**src/rtl/watch_pkg.sv**
```systemverilog
// Shared types and constants for the watch datapath BCD counters.
package watch_pkg;

  // One BCD digit.
  typedef logic [3:0] bcd_t;

  localparam bcd_t BCD_MAX  = 4'd9;
  localparam bcd_t BCD_ZERO = 4'd0;

  // Common modulus values for chained time-of-day stages.
  localparam int SEC_MOD  = 32'd60;
  localparam int MIN_MOD  = 32'd60;
  localparam int HR24_MOD = 32'd24;
  localparam int HR12_MOD = 32'd12;

  // True when a digit holds a legal BCD code.
  function automatic logic bcd_ok(input bcd_t d);
    return (d <= BCD_MAX);
  endfunction

  // True when the two-digit value m:l is strictly greater than max_m:max_l.
  // Assumes both digits of each pair are legal BCD, so a digit-wise compare
  // is exact without converting to binary.
  function automatic logic pair_gt(input bcd_t m, input bcd_t l,
                                   input bcd_t max_m, input bcd_t max_l);
    return (m > max_m) || ((m == max_m) && (l > max_l));
  endfunction

endpackage

```
**src/rtl/bcd_digit.sv**
```systemverilog
// Single BCD digit register: load, increment, decrement, with a
// caller-supplied value taken when the digit rolls past 9 or below 0.
module bcd_digit
  import watch_pkg::*;
(
  input  logic clk,
  input  logic clr,
  input  logic inc,
  input  logic dec,
  input  logic load,
  input  bcd_t din,
  input  bcd_t wrap_val,
  output bcd_t q,
  output logic at_max,
  output logic at_zero
);

  bcd_t q_q;
  bcd_t q_d;

  // Next digit value: load beats inc beats dec; otherwise hold.
  always_comb begin
    q_d = q_q;
    if (load) begin
      q_d = din;
    end else if (inc) begin
      if (q_q >= BCD_MAX) begin
        q_d = wrap_val;
      end else begin
        q_d = q_q + 4'd1;
      end
    end else if (dec) begin
      if (q_q == BCD_ZERO) begin
        q_d = wrap_val;
      end else begin
        q_d = q_q - 4'd1;
      end
    end else begin
      q_d = q_q;
    end
  end

  // Digit register with synchronous clear.
  always_ff @(posedge clk) begin
    if (clr) begin
      q_q <= BCD_ZERO;
    end else begin
      q_q <= q_d;
    end
  end

  assign q       = q_q;
  assign at_max  = (q_q == BCD_MAX);
  assign at_zero = (q_q == BCD_ZERO);

endmodule

```
**src/rtl/bcd_mod_cntr.sv**
```systemverilog
// Two-digit BCD modulo-N up/down counter with synchronous load, load
// validation and a combinational terminal count for same-clock cascading.
module bcd_mod_cntr
  import watch_pkg::*;
#(
  parameter int MODULUS = 60
) (
  input  logic       clk,
  input  logic       clr,
  input  logic       ce,
  input  logic       up,
  input  logic       load,
  input  logic [3:0] din_lsb,
  input  logic [3:0] din_msb,
  output logic [3:0] lsb,
  output logic [3:0] msb,
  output logic       tc,
  output logic       load_err
);

  localparam int   MAX_VAL = MODULUS - 32'd1;
  localparam bcd_t MAX_MSB = 4'(MAX_VAL / 32'd10);
  localparam bcd_t MAX_LSB = 4'(MAX_VAL % 32'd10);

  // Refuse to elaborate a modulus the two-digit datapath cannot represent.
  if ((MODULUS < 32'd2) || (MODULUS > 32'd100)) begin : g_bad_modulus
    $error("bcd_mod_cntr: MODULUS must be in 2..100");
  end

  bcd_t lsb_s;
  bcd_t msb_s;
  logic lsb_at_max;
  logic lsb_at_zero;
  logic msb_at_max;
  logic msb_at_zero;

  logic val_at_max;
  logic val_at_zero;
  logic val_illegal;
  logic din_valid;

  logic lsb_inc;
  logic lsb_dec;
  logic msb_inc;
  logic msb_dec;
  logic dig_load;
  bcd_t lsb_din;
  bcd_t msb_din;
  bcd_t lsb_wrap;
  logic load_err_d;
  logic load_err_q;

  assign val_at_max  = (msb_s == MAX_MSB) && (lsb_s == MAX_LSB);
  assign val_at_zero = msb_at_zero && lsb_at_zero;
  // Non-BCD digits or a value past MAX can only come from upset; the next
  // count edge forces 00 regardless of direction.
  assign val_illegal = !bcd_ok(lsb_s) || !bcd_ok(msb_s) ||
                       pair_gt(msb_s, lsb_s, MAX_MSB, MAX_LSB);
  assign din_valid   = bcd_ok(din_lsb) && bcd_ok(din_msb) &&
                       !pair_gt(din_msb, din_lsb, MAX_MSB, MAX_LSB);

  // Units digit rolls 9->0 counting up and 0->9 counting down.
  assign lsb_wrap = up ? BCD_ZERO : BCD_MAX;

  // Digit control: load, then count; modulus wraps and recovery use load.
  always_comb begin
    lsb_inc    = 1'b0;
    lsb_dec    = 1'b0;
    msb_inc    = 1'b0;
    msb_dec    = 1'b0;
    dig_load   = 1'b0;
    lsb_din    = din_lsb;
    msb_din    = din_msb;
    load_err_d = 1'b0;
    if (load) begin
      if (din_valid) begin
        dig_load = 1'b1;
        lsb_din  = din_lsb;
        msb_din  = din_msb;
      end else begin
        load_err_d = 1'b1;
      end
    end else if (ce) begin
      if (val_illegal) begin
        dig_load = 1'b1;
        lsb_din  = BCD_ZERO;
        msb_din  = BCD_ZERO;
      end else if (up) begin
        if (val_at_max) begin
          dig_load = 1'b1;
          lsb_din  = BCD_ZERO;
          msb_din  = BCD_ZERO;
        end else begin
          lsb_inc = 1'b1;
          // Carry into tens; the tens guard only matters at 99, which is
          // already caught as MAX above.
          msb_inc = lsb_at_max && !msb_at_max;
        end
      end else begin
        if (val_at_zero) begin
          dig_load = 1'b1;
          lsb_din  = MAX_LSB;
          msb_din  = MAX_MSB;
        end else begin
          lsb_dec = 1'b1;
          msb_dec = lsb_at_zero && !msb_at_zero;
        end
      end
    end else begin
      dig_load = 1'b0;
    end
  end

  bcd_digit u_lsb (
    .clk      (clk),
    .clr      (clr),
    .inc      (lsb_inc),
    .dec      (lsb_dec),
    .load     (dig_load),
    .din      (lsb_din),
    .wrap_val (lsb_wrap),
    .q        (lsb_s),
    .at_max   (lsb_at_max),
    .at_zero  (lsb_at_zero)
  );

  bcd_digit u_msb (
    .clk      (clk),
    .clr      (clr),
    .inc      (msb_inc),
    .dec      (msb_dec),
    .load     (dig_load),
    .din      (msb_din),
    .wrap_val (BCD_ZERO),
    .q        (msb_s),
    .at_max   (msb_at_max),
    .at_zero  (msb_at_zero)
  );

  // One-cycle flag for a rejected load.
  always_ff @(posedge clk) begin
    if (clr) begin
      load_err_q <= 1'b0;
    end else begin
      load_err_q <= load_err_d;
    end
  end

  assign lsb      = lsb_s;
  assign msb      = msb_s;
  assign load_err = load_err_q;
  // Combinational so the next stage on the same clock steps with this wrap.
  assign tc       = ce && !clr && !load && (up ? val_at_max : val_at_zero);

endmodule

```
**config.mk**
```make
export PLATFORM = sky130hd
export DESIGN_NAME = bcd_mod_cntr
export DESIGN_NICKNAME = d
export VERILOG_FILES = /design/src/rtl/watch_pkg.sv /design/src/rtl/bcd_digit.sv /design/src/rtl/bcd_mod_cntr.sv
export SDC_FILE = /design/constraint.sdc
export NUM_CORES = 1
export LEC_CHECK = 0
export BUFFER_PORTS_ARGS = -buffer_cell sky130_fd_sc_hd__buf_2
export CORE_MARGIN = 1
export CORE_UTILIZATION = 30
export CTS_CLUSTER_SIZE = 10
export DETAILED_ROUTE_END_ITERATION = 12
export MAX_ROUTING_LAYER = met4
export PLACE_DENSITY = 0.62
export REMOVE_ABC_BUFFERS = 1
export SKIP_LAST_GASP = 1
export SLEW_MARGIN = 20
export SYNTH_ARGS = -nofsm -noshare
export SYNTH_HDL_FRONTEND = slang
export SYNTH_SLANG_ARGS = --single-unit
```
**constraint.sdc**
```tcl
create_clock -name clk -period 2 [get_ports clk]
set_input_delay 0.4 -clock clk [delete_from_list [all_inputs] [get_ports clk]]
set_output_delay 0.4 -clock clk [all_outputs]
set_load 0.02 [all_outputs]
```
==> flow_summary.ini <==
[run_status]
status = finished with violations
violations = negative setup slack

[clock_tree]
cts_root_buffer = clkbuf_4
cts.sinks = 9
cts_max_level = 1
cts_tree = built
numCtsBuffers = 3
clock_latency_ns = 0.28
clock_path_buffers = 2
clk_pin_slew_ns = 0.07
cts_hold_buf = 0

[worst_setup_path]
timing.rr.start = u_lsb.q[1]
cpMaxStageDelayCell = or4b_4
cp_max_fo = 2
path_cells = inv_2 -> ha_4 -> or4b_4 -> or3_4 -> a21oi_2 -> buf_4
arrival_ns = 1.88
end_kind = output pin
r2r_slack_ns = -0.19
crit_type = reg -> out
cp-start-kind = flop
r2r_end = u_msb.q[2]
slowest_delay_ns = 0.45
r2r_cells = 10
critPathBufInv = 2
worst_ep_required_time_ns = 1.60
crit_family = simple AND/OR/NAND/NOR gates

[timing]
slew_violations = 0
fin_crit_sh_pct = 114
rsz0062_at_grt = true
hold_viol_final = 0
fmax_ghz = 0.439
hold-worst-slack_ns = 0.359
setup_violations = 5
finClkSkew_ns = 0.00830
worstMarginPinSlew_ns = 0.424
min_period_ns = 2.28
tns_ns = -0.947
setup_slack_ns = -0.277
slew_headroom_pct = 71.6

[global_route]
grt_max_degree = 14
grt_pass1_wl_um = 5310
grt_usage_pct = 20.4
grt_antenna_before_repair = 0
grt_overflow_total = 0
first_global_vias = 1170

[place]
placedCellCount = 219
port_buffers = 22
place_worst_setup_slack_ns = -0.0840
post-dp-hpwl_um = 2470
gp_congestion = 0.881

[floorplan]
initial_core_util_pct = 32.2
die_y_um = 59.9
rows = 20
io_pins = 23
die-area_um2 = 3590
design.core.area_um2 = 3130
die_x_um = 59.9

[final_layout]
nets = 207
drive_above_1_share_pct = 44.1
post-route-util_pct = 49.0
fin_cells = 230
fillers = 302
synthToLayoutAreaGrowth_pct = 52.0
diodes = 0

[logic_synthesis]
syn_area_um2 = 1010
synthFlopType = dfxtp_1
async_flop_share_pct = 0
synth_seq_cells = 9
syn_avg_cell_area_um2 = 7.52
seq_area_frac_synth_pct = 17.9
synth_edf_count = 0
yosysWarningCount = 0
syn_inst = 134
ys_types = 45

[routing]
drtIter0Drc = 111
ant_nets = 0
vias = 1261
drc = 0
wl_um = 3250
wire_per_inst_um = 14.1
firstDrtPassIters = 4
viasPerCell = 5.48

[job]
drv_cap = 0

[power_and_ir_drop]
leakage_nw = 0.641
irDropWorstVdd_mv = 0.201
p_per_area_nw_per_um2 = 529

[min_path]
worstHoldPathType = in -> reg
min_from = clr
hold_depth = 2
hold_end = u_lsb.q[0]
-- per-stage QoR --
| step | power (mW) | instance area (um2) |
|---|---|---|
| finish | 0.810 | 1530 |
| global route | 0.865 | 1530 |
| CTS | 0.784 | 1470 |
| detailed placement | 0.587 | 1330 |
| global placement | 0.578 | 1330 |
| floorplan | 0.433 | 972 |
-- kinds of logic (layout without fill, tap and decap cells) --
group,after synthesis,count (layout),synth area share [%]
and+or+nand+nor,45,45,26.7
DFF,9,9,17.9
buffers and inverters,17,69,7.58
xor gates and xnor gates,2,2,1.74
adders and majority gates,7,7,8.70
AOI/OAI and AO/OA,54,54,37.4
-- cell type report --
type | count | area [um2] | share of cell area, %
timing repair buffer | 54 | 368 | 24.0
tap | 44 | 55.1 | 3.59
clock buffer | 4 | 26.3 | 1.72
multi-input combinational | 108 | 857 | 56.0
sequential | 9 | 184 | 12.0
inverter | 11 | 41.3 | 2.70
-- worst max path at each step --
| stage | start | end | cells after the start |
|---|---|---|---|
| final | u_lsb.q[1] | tc | 6 |
| after global routing | u_lsb.q[1] | tc | 6 |
| after CTS | u_lsb.q[1] | tc | 6 |
| after detailed placement | up | tc | 5 |
| after global placement | up | tc | 5 |
| after floorplan | u_lsb.q[0] | tc | 5 |
-- routing by layer --
metal / routed length (um) / up-vias / track usage [%]
met5: 0 / - / -
met4: 63 / 0 / 9.63
met3: 230 / 7 / 1.95
met2: 1440 / 60 / 31.7
met1: 1510 / 579 / 26.4
li1: - / 615 / -
-- report_power, final --
part | switching [mW] | total (mW) | internal, mW
combinational | 0.236 | 0.451 | 0.215
clock | 0.0759 | 0.153 | 0.0774
sequential | 0.00917 | 0.206 | 0.197
-- state kept, by name, summed over array words and instances, names as in the netlist --
register  cells
u_lsb.q       4
u_msb.q       4
load_err      1
-- synth_stat cells, drive strengths merged (4+ instances only) --
library cell | instances | share of area, %
nand3 | 6 | 3.0
a21oi | 18 | 10
buf | 5 | 3.1
and3 | 4 | 2.5
nor3 | 4 | 2.0
nand2 | 5 | 1.9
nor2 | 6 | 2.2
o21ai | 9 | 4.5
ha | 7 | 8.7
inv | 11 | 4.1
a211oi | 5 | 3.7
dfxtp | 9 | 18
-- worst register-to-register path, cell delays in order, from the launching register on --
cell and delay (ns):
dfxtp_2 0.33, inv_2 0.07, ha_4 0.13, or4b_4 0.45, buf_4 0.15, buf_6 0.11
a211o_1 0.30, a21oi_4 0.21, buf_6 0.12, a21boi_2 0.13, a211oi_1 0.05
-- layout by cell type, fill, tap and decap left out, types with 2 or more instances in the layout --
master | netlist | final
a21oi_1 | 17 | 15
dfxtp_2 | 0 | 3
inv_1 | 11 | 8
nor2_1 | 6 | 6
dfxtp_1 | 9 | 6
buf_2 | 4 | 21
nor3_1 | 4 | 4
and3b_1 | 2 | 2
a221oi_1 | 2 | 2
ha_4 | 0 | 3
o21ai_0 | 9 | 9
a211o_1 | 2 | 2
o311ai_2 | 0 | 2
buf_4 | 0 | 29
a21o_1 | 3 | 2
ha_1 | 7 | 3
nand2b_1 | 3 | 3
nand3_1 | 6 | 6
or4_1 | 2 | 2
o211ai_1 | 3 | 3
and3_1 | 4 | 4
clkbuf_4 | 0 | 3
buf_6 | 1 | 4
nand2_1 | 5 | 5
inv_2 | 0 | 3
a211oi_1 | 5 | 5
a21oi_2 | 0 | 2
nand3b_1 | 3 | 3
nor4_1 | 2 | 2
-- repair_timing --
item / CTS / global route
gates resized for setup: 19 / 13
buffers inserted: 8 / 2
endpoints found under the setup margin: 5 / 8
pin swaps: 12 / 6
Power figures use the tool's default switching activity.
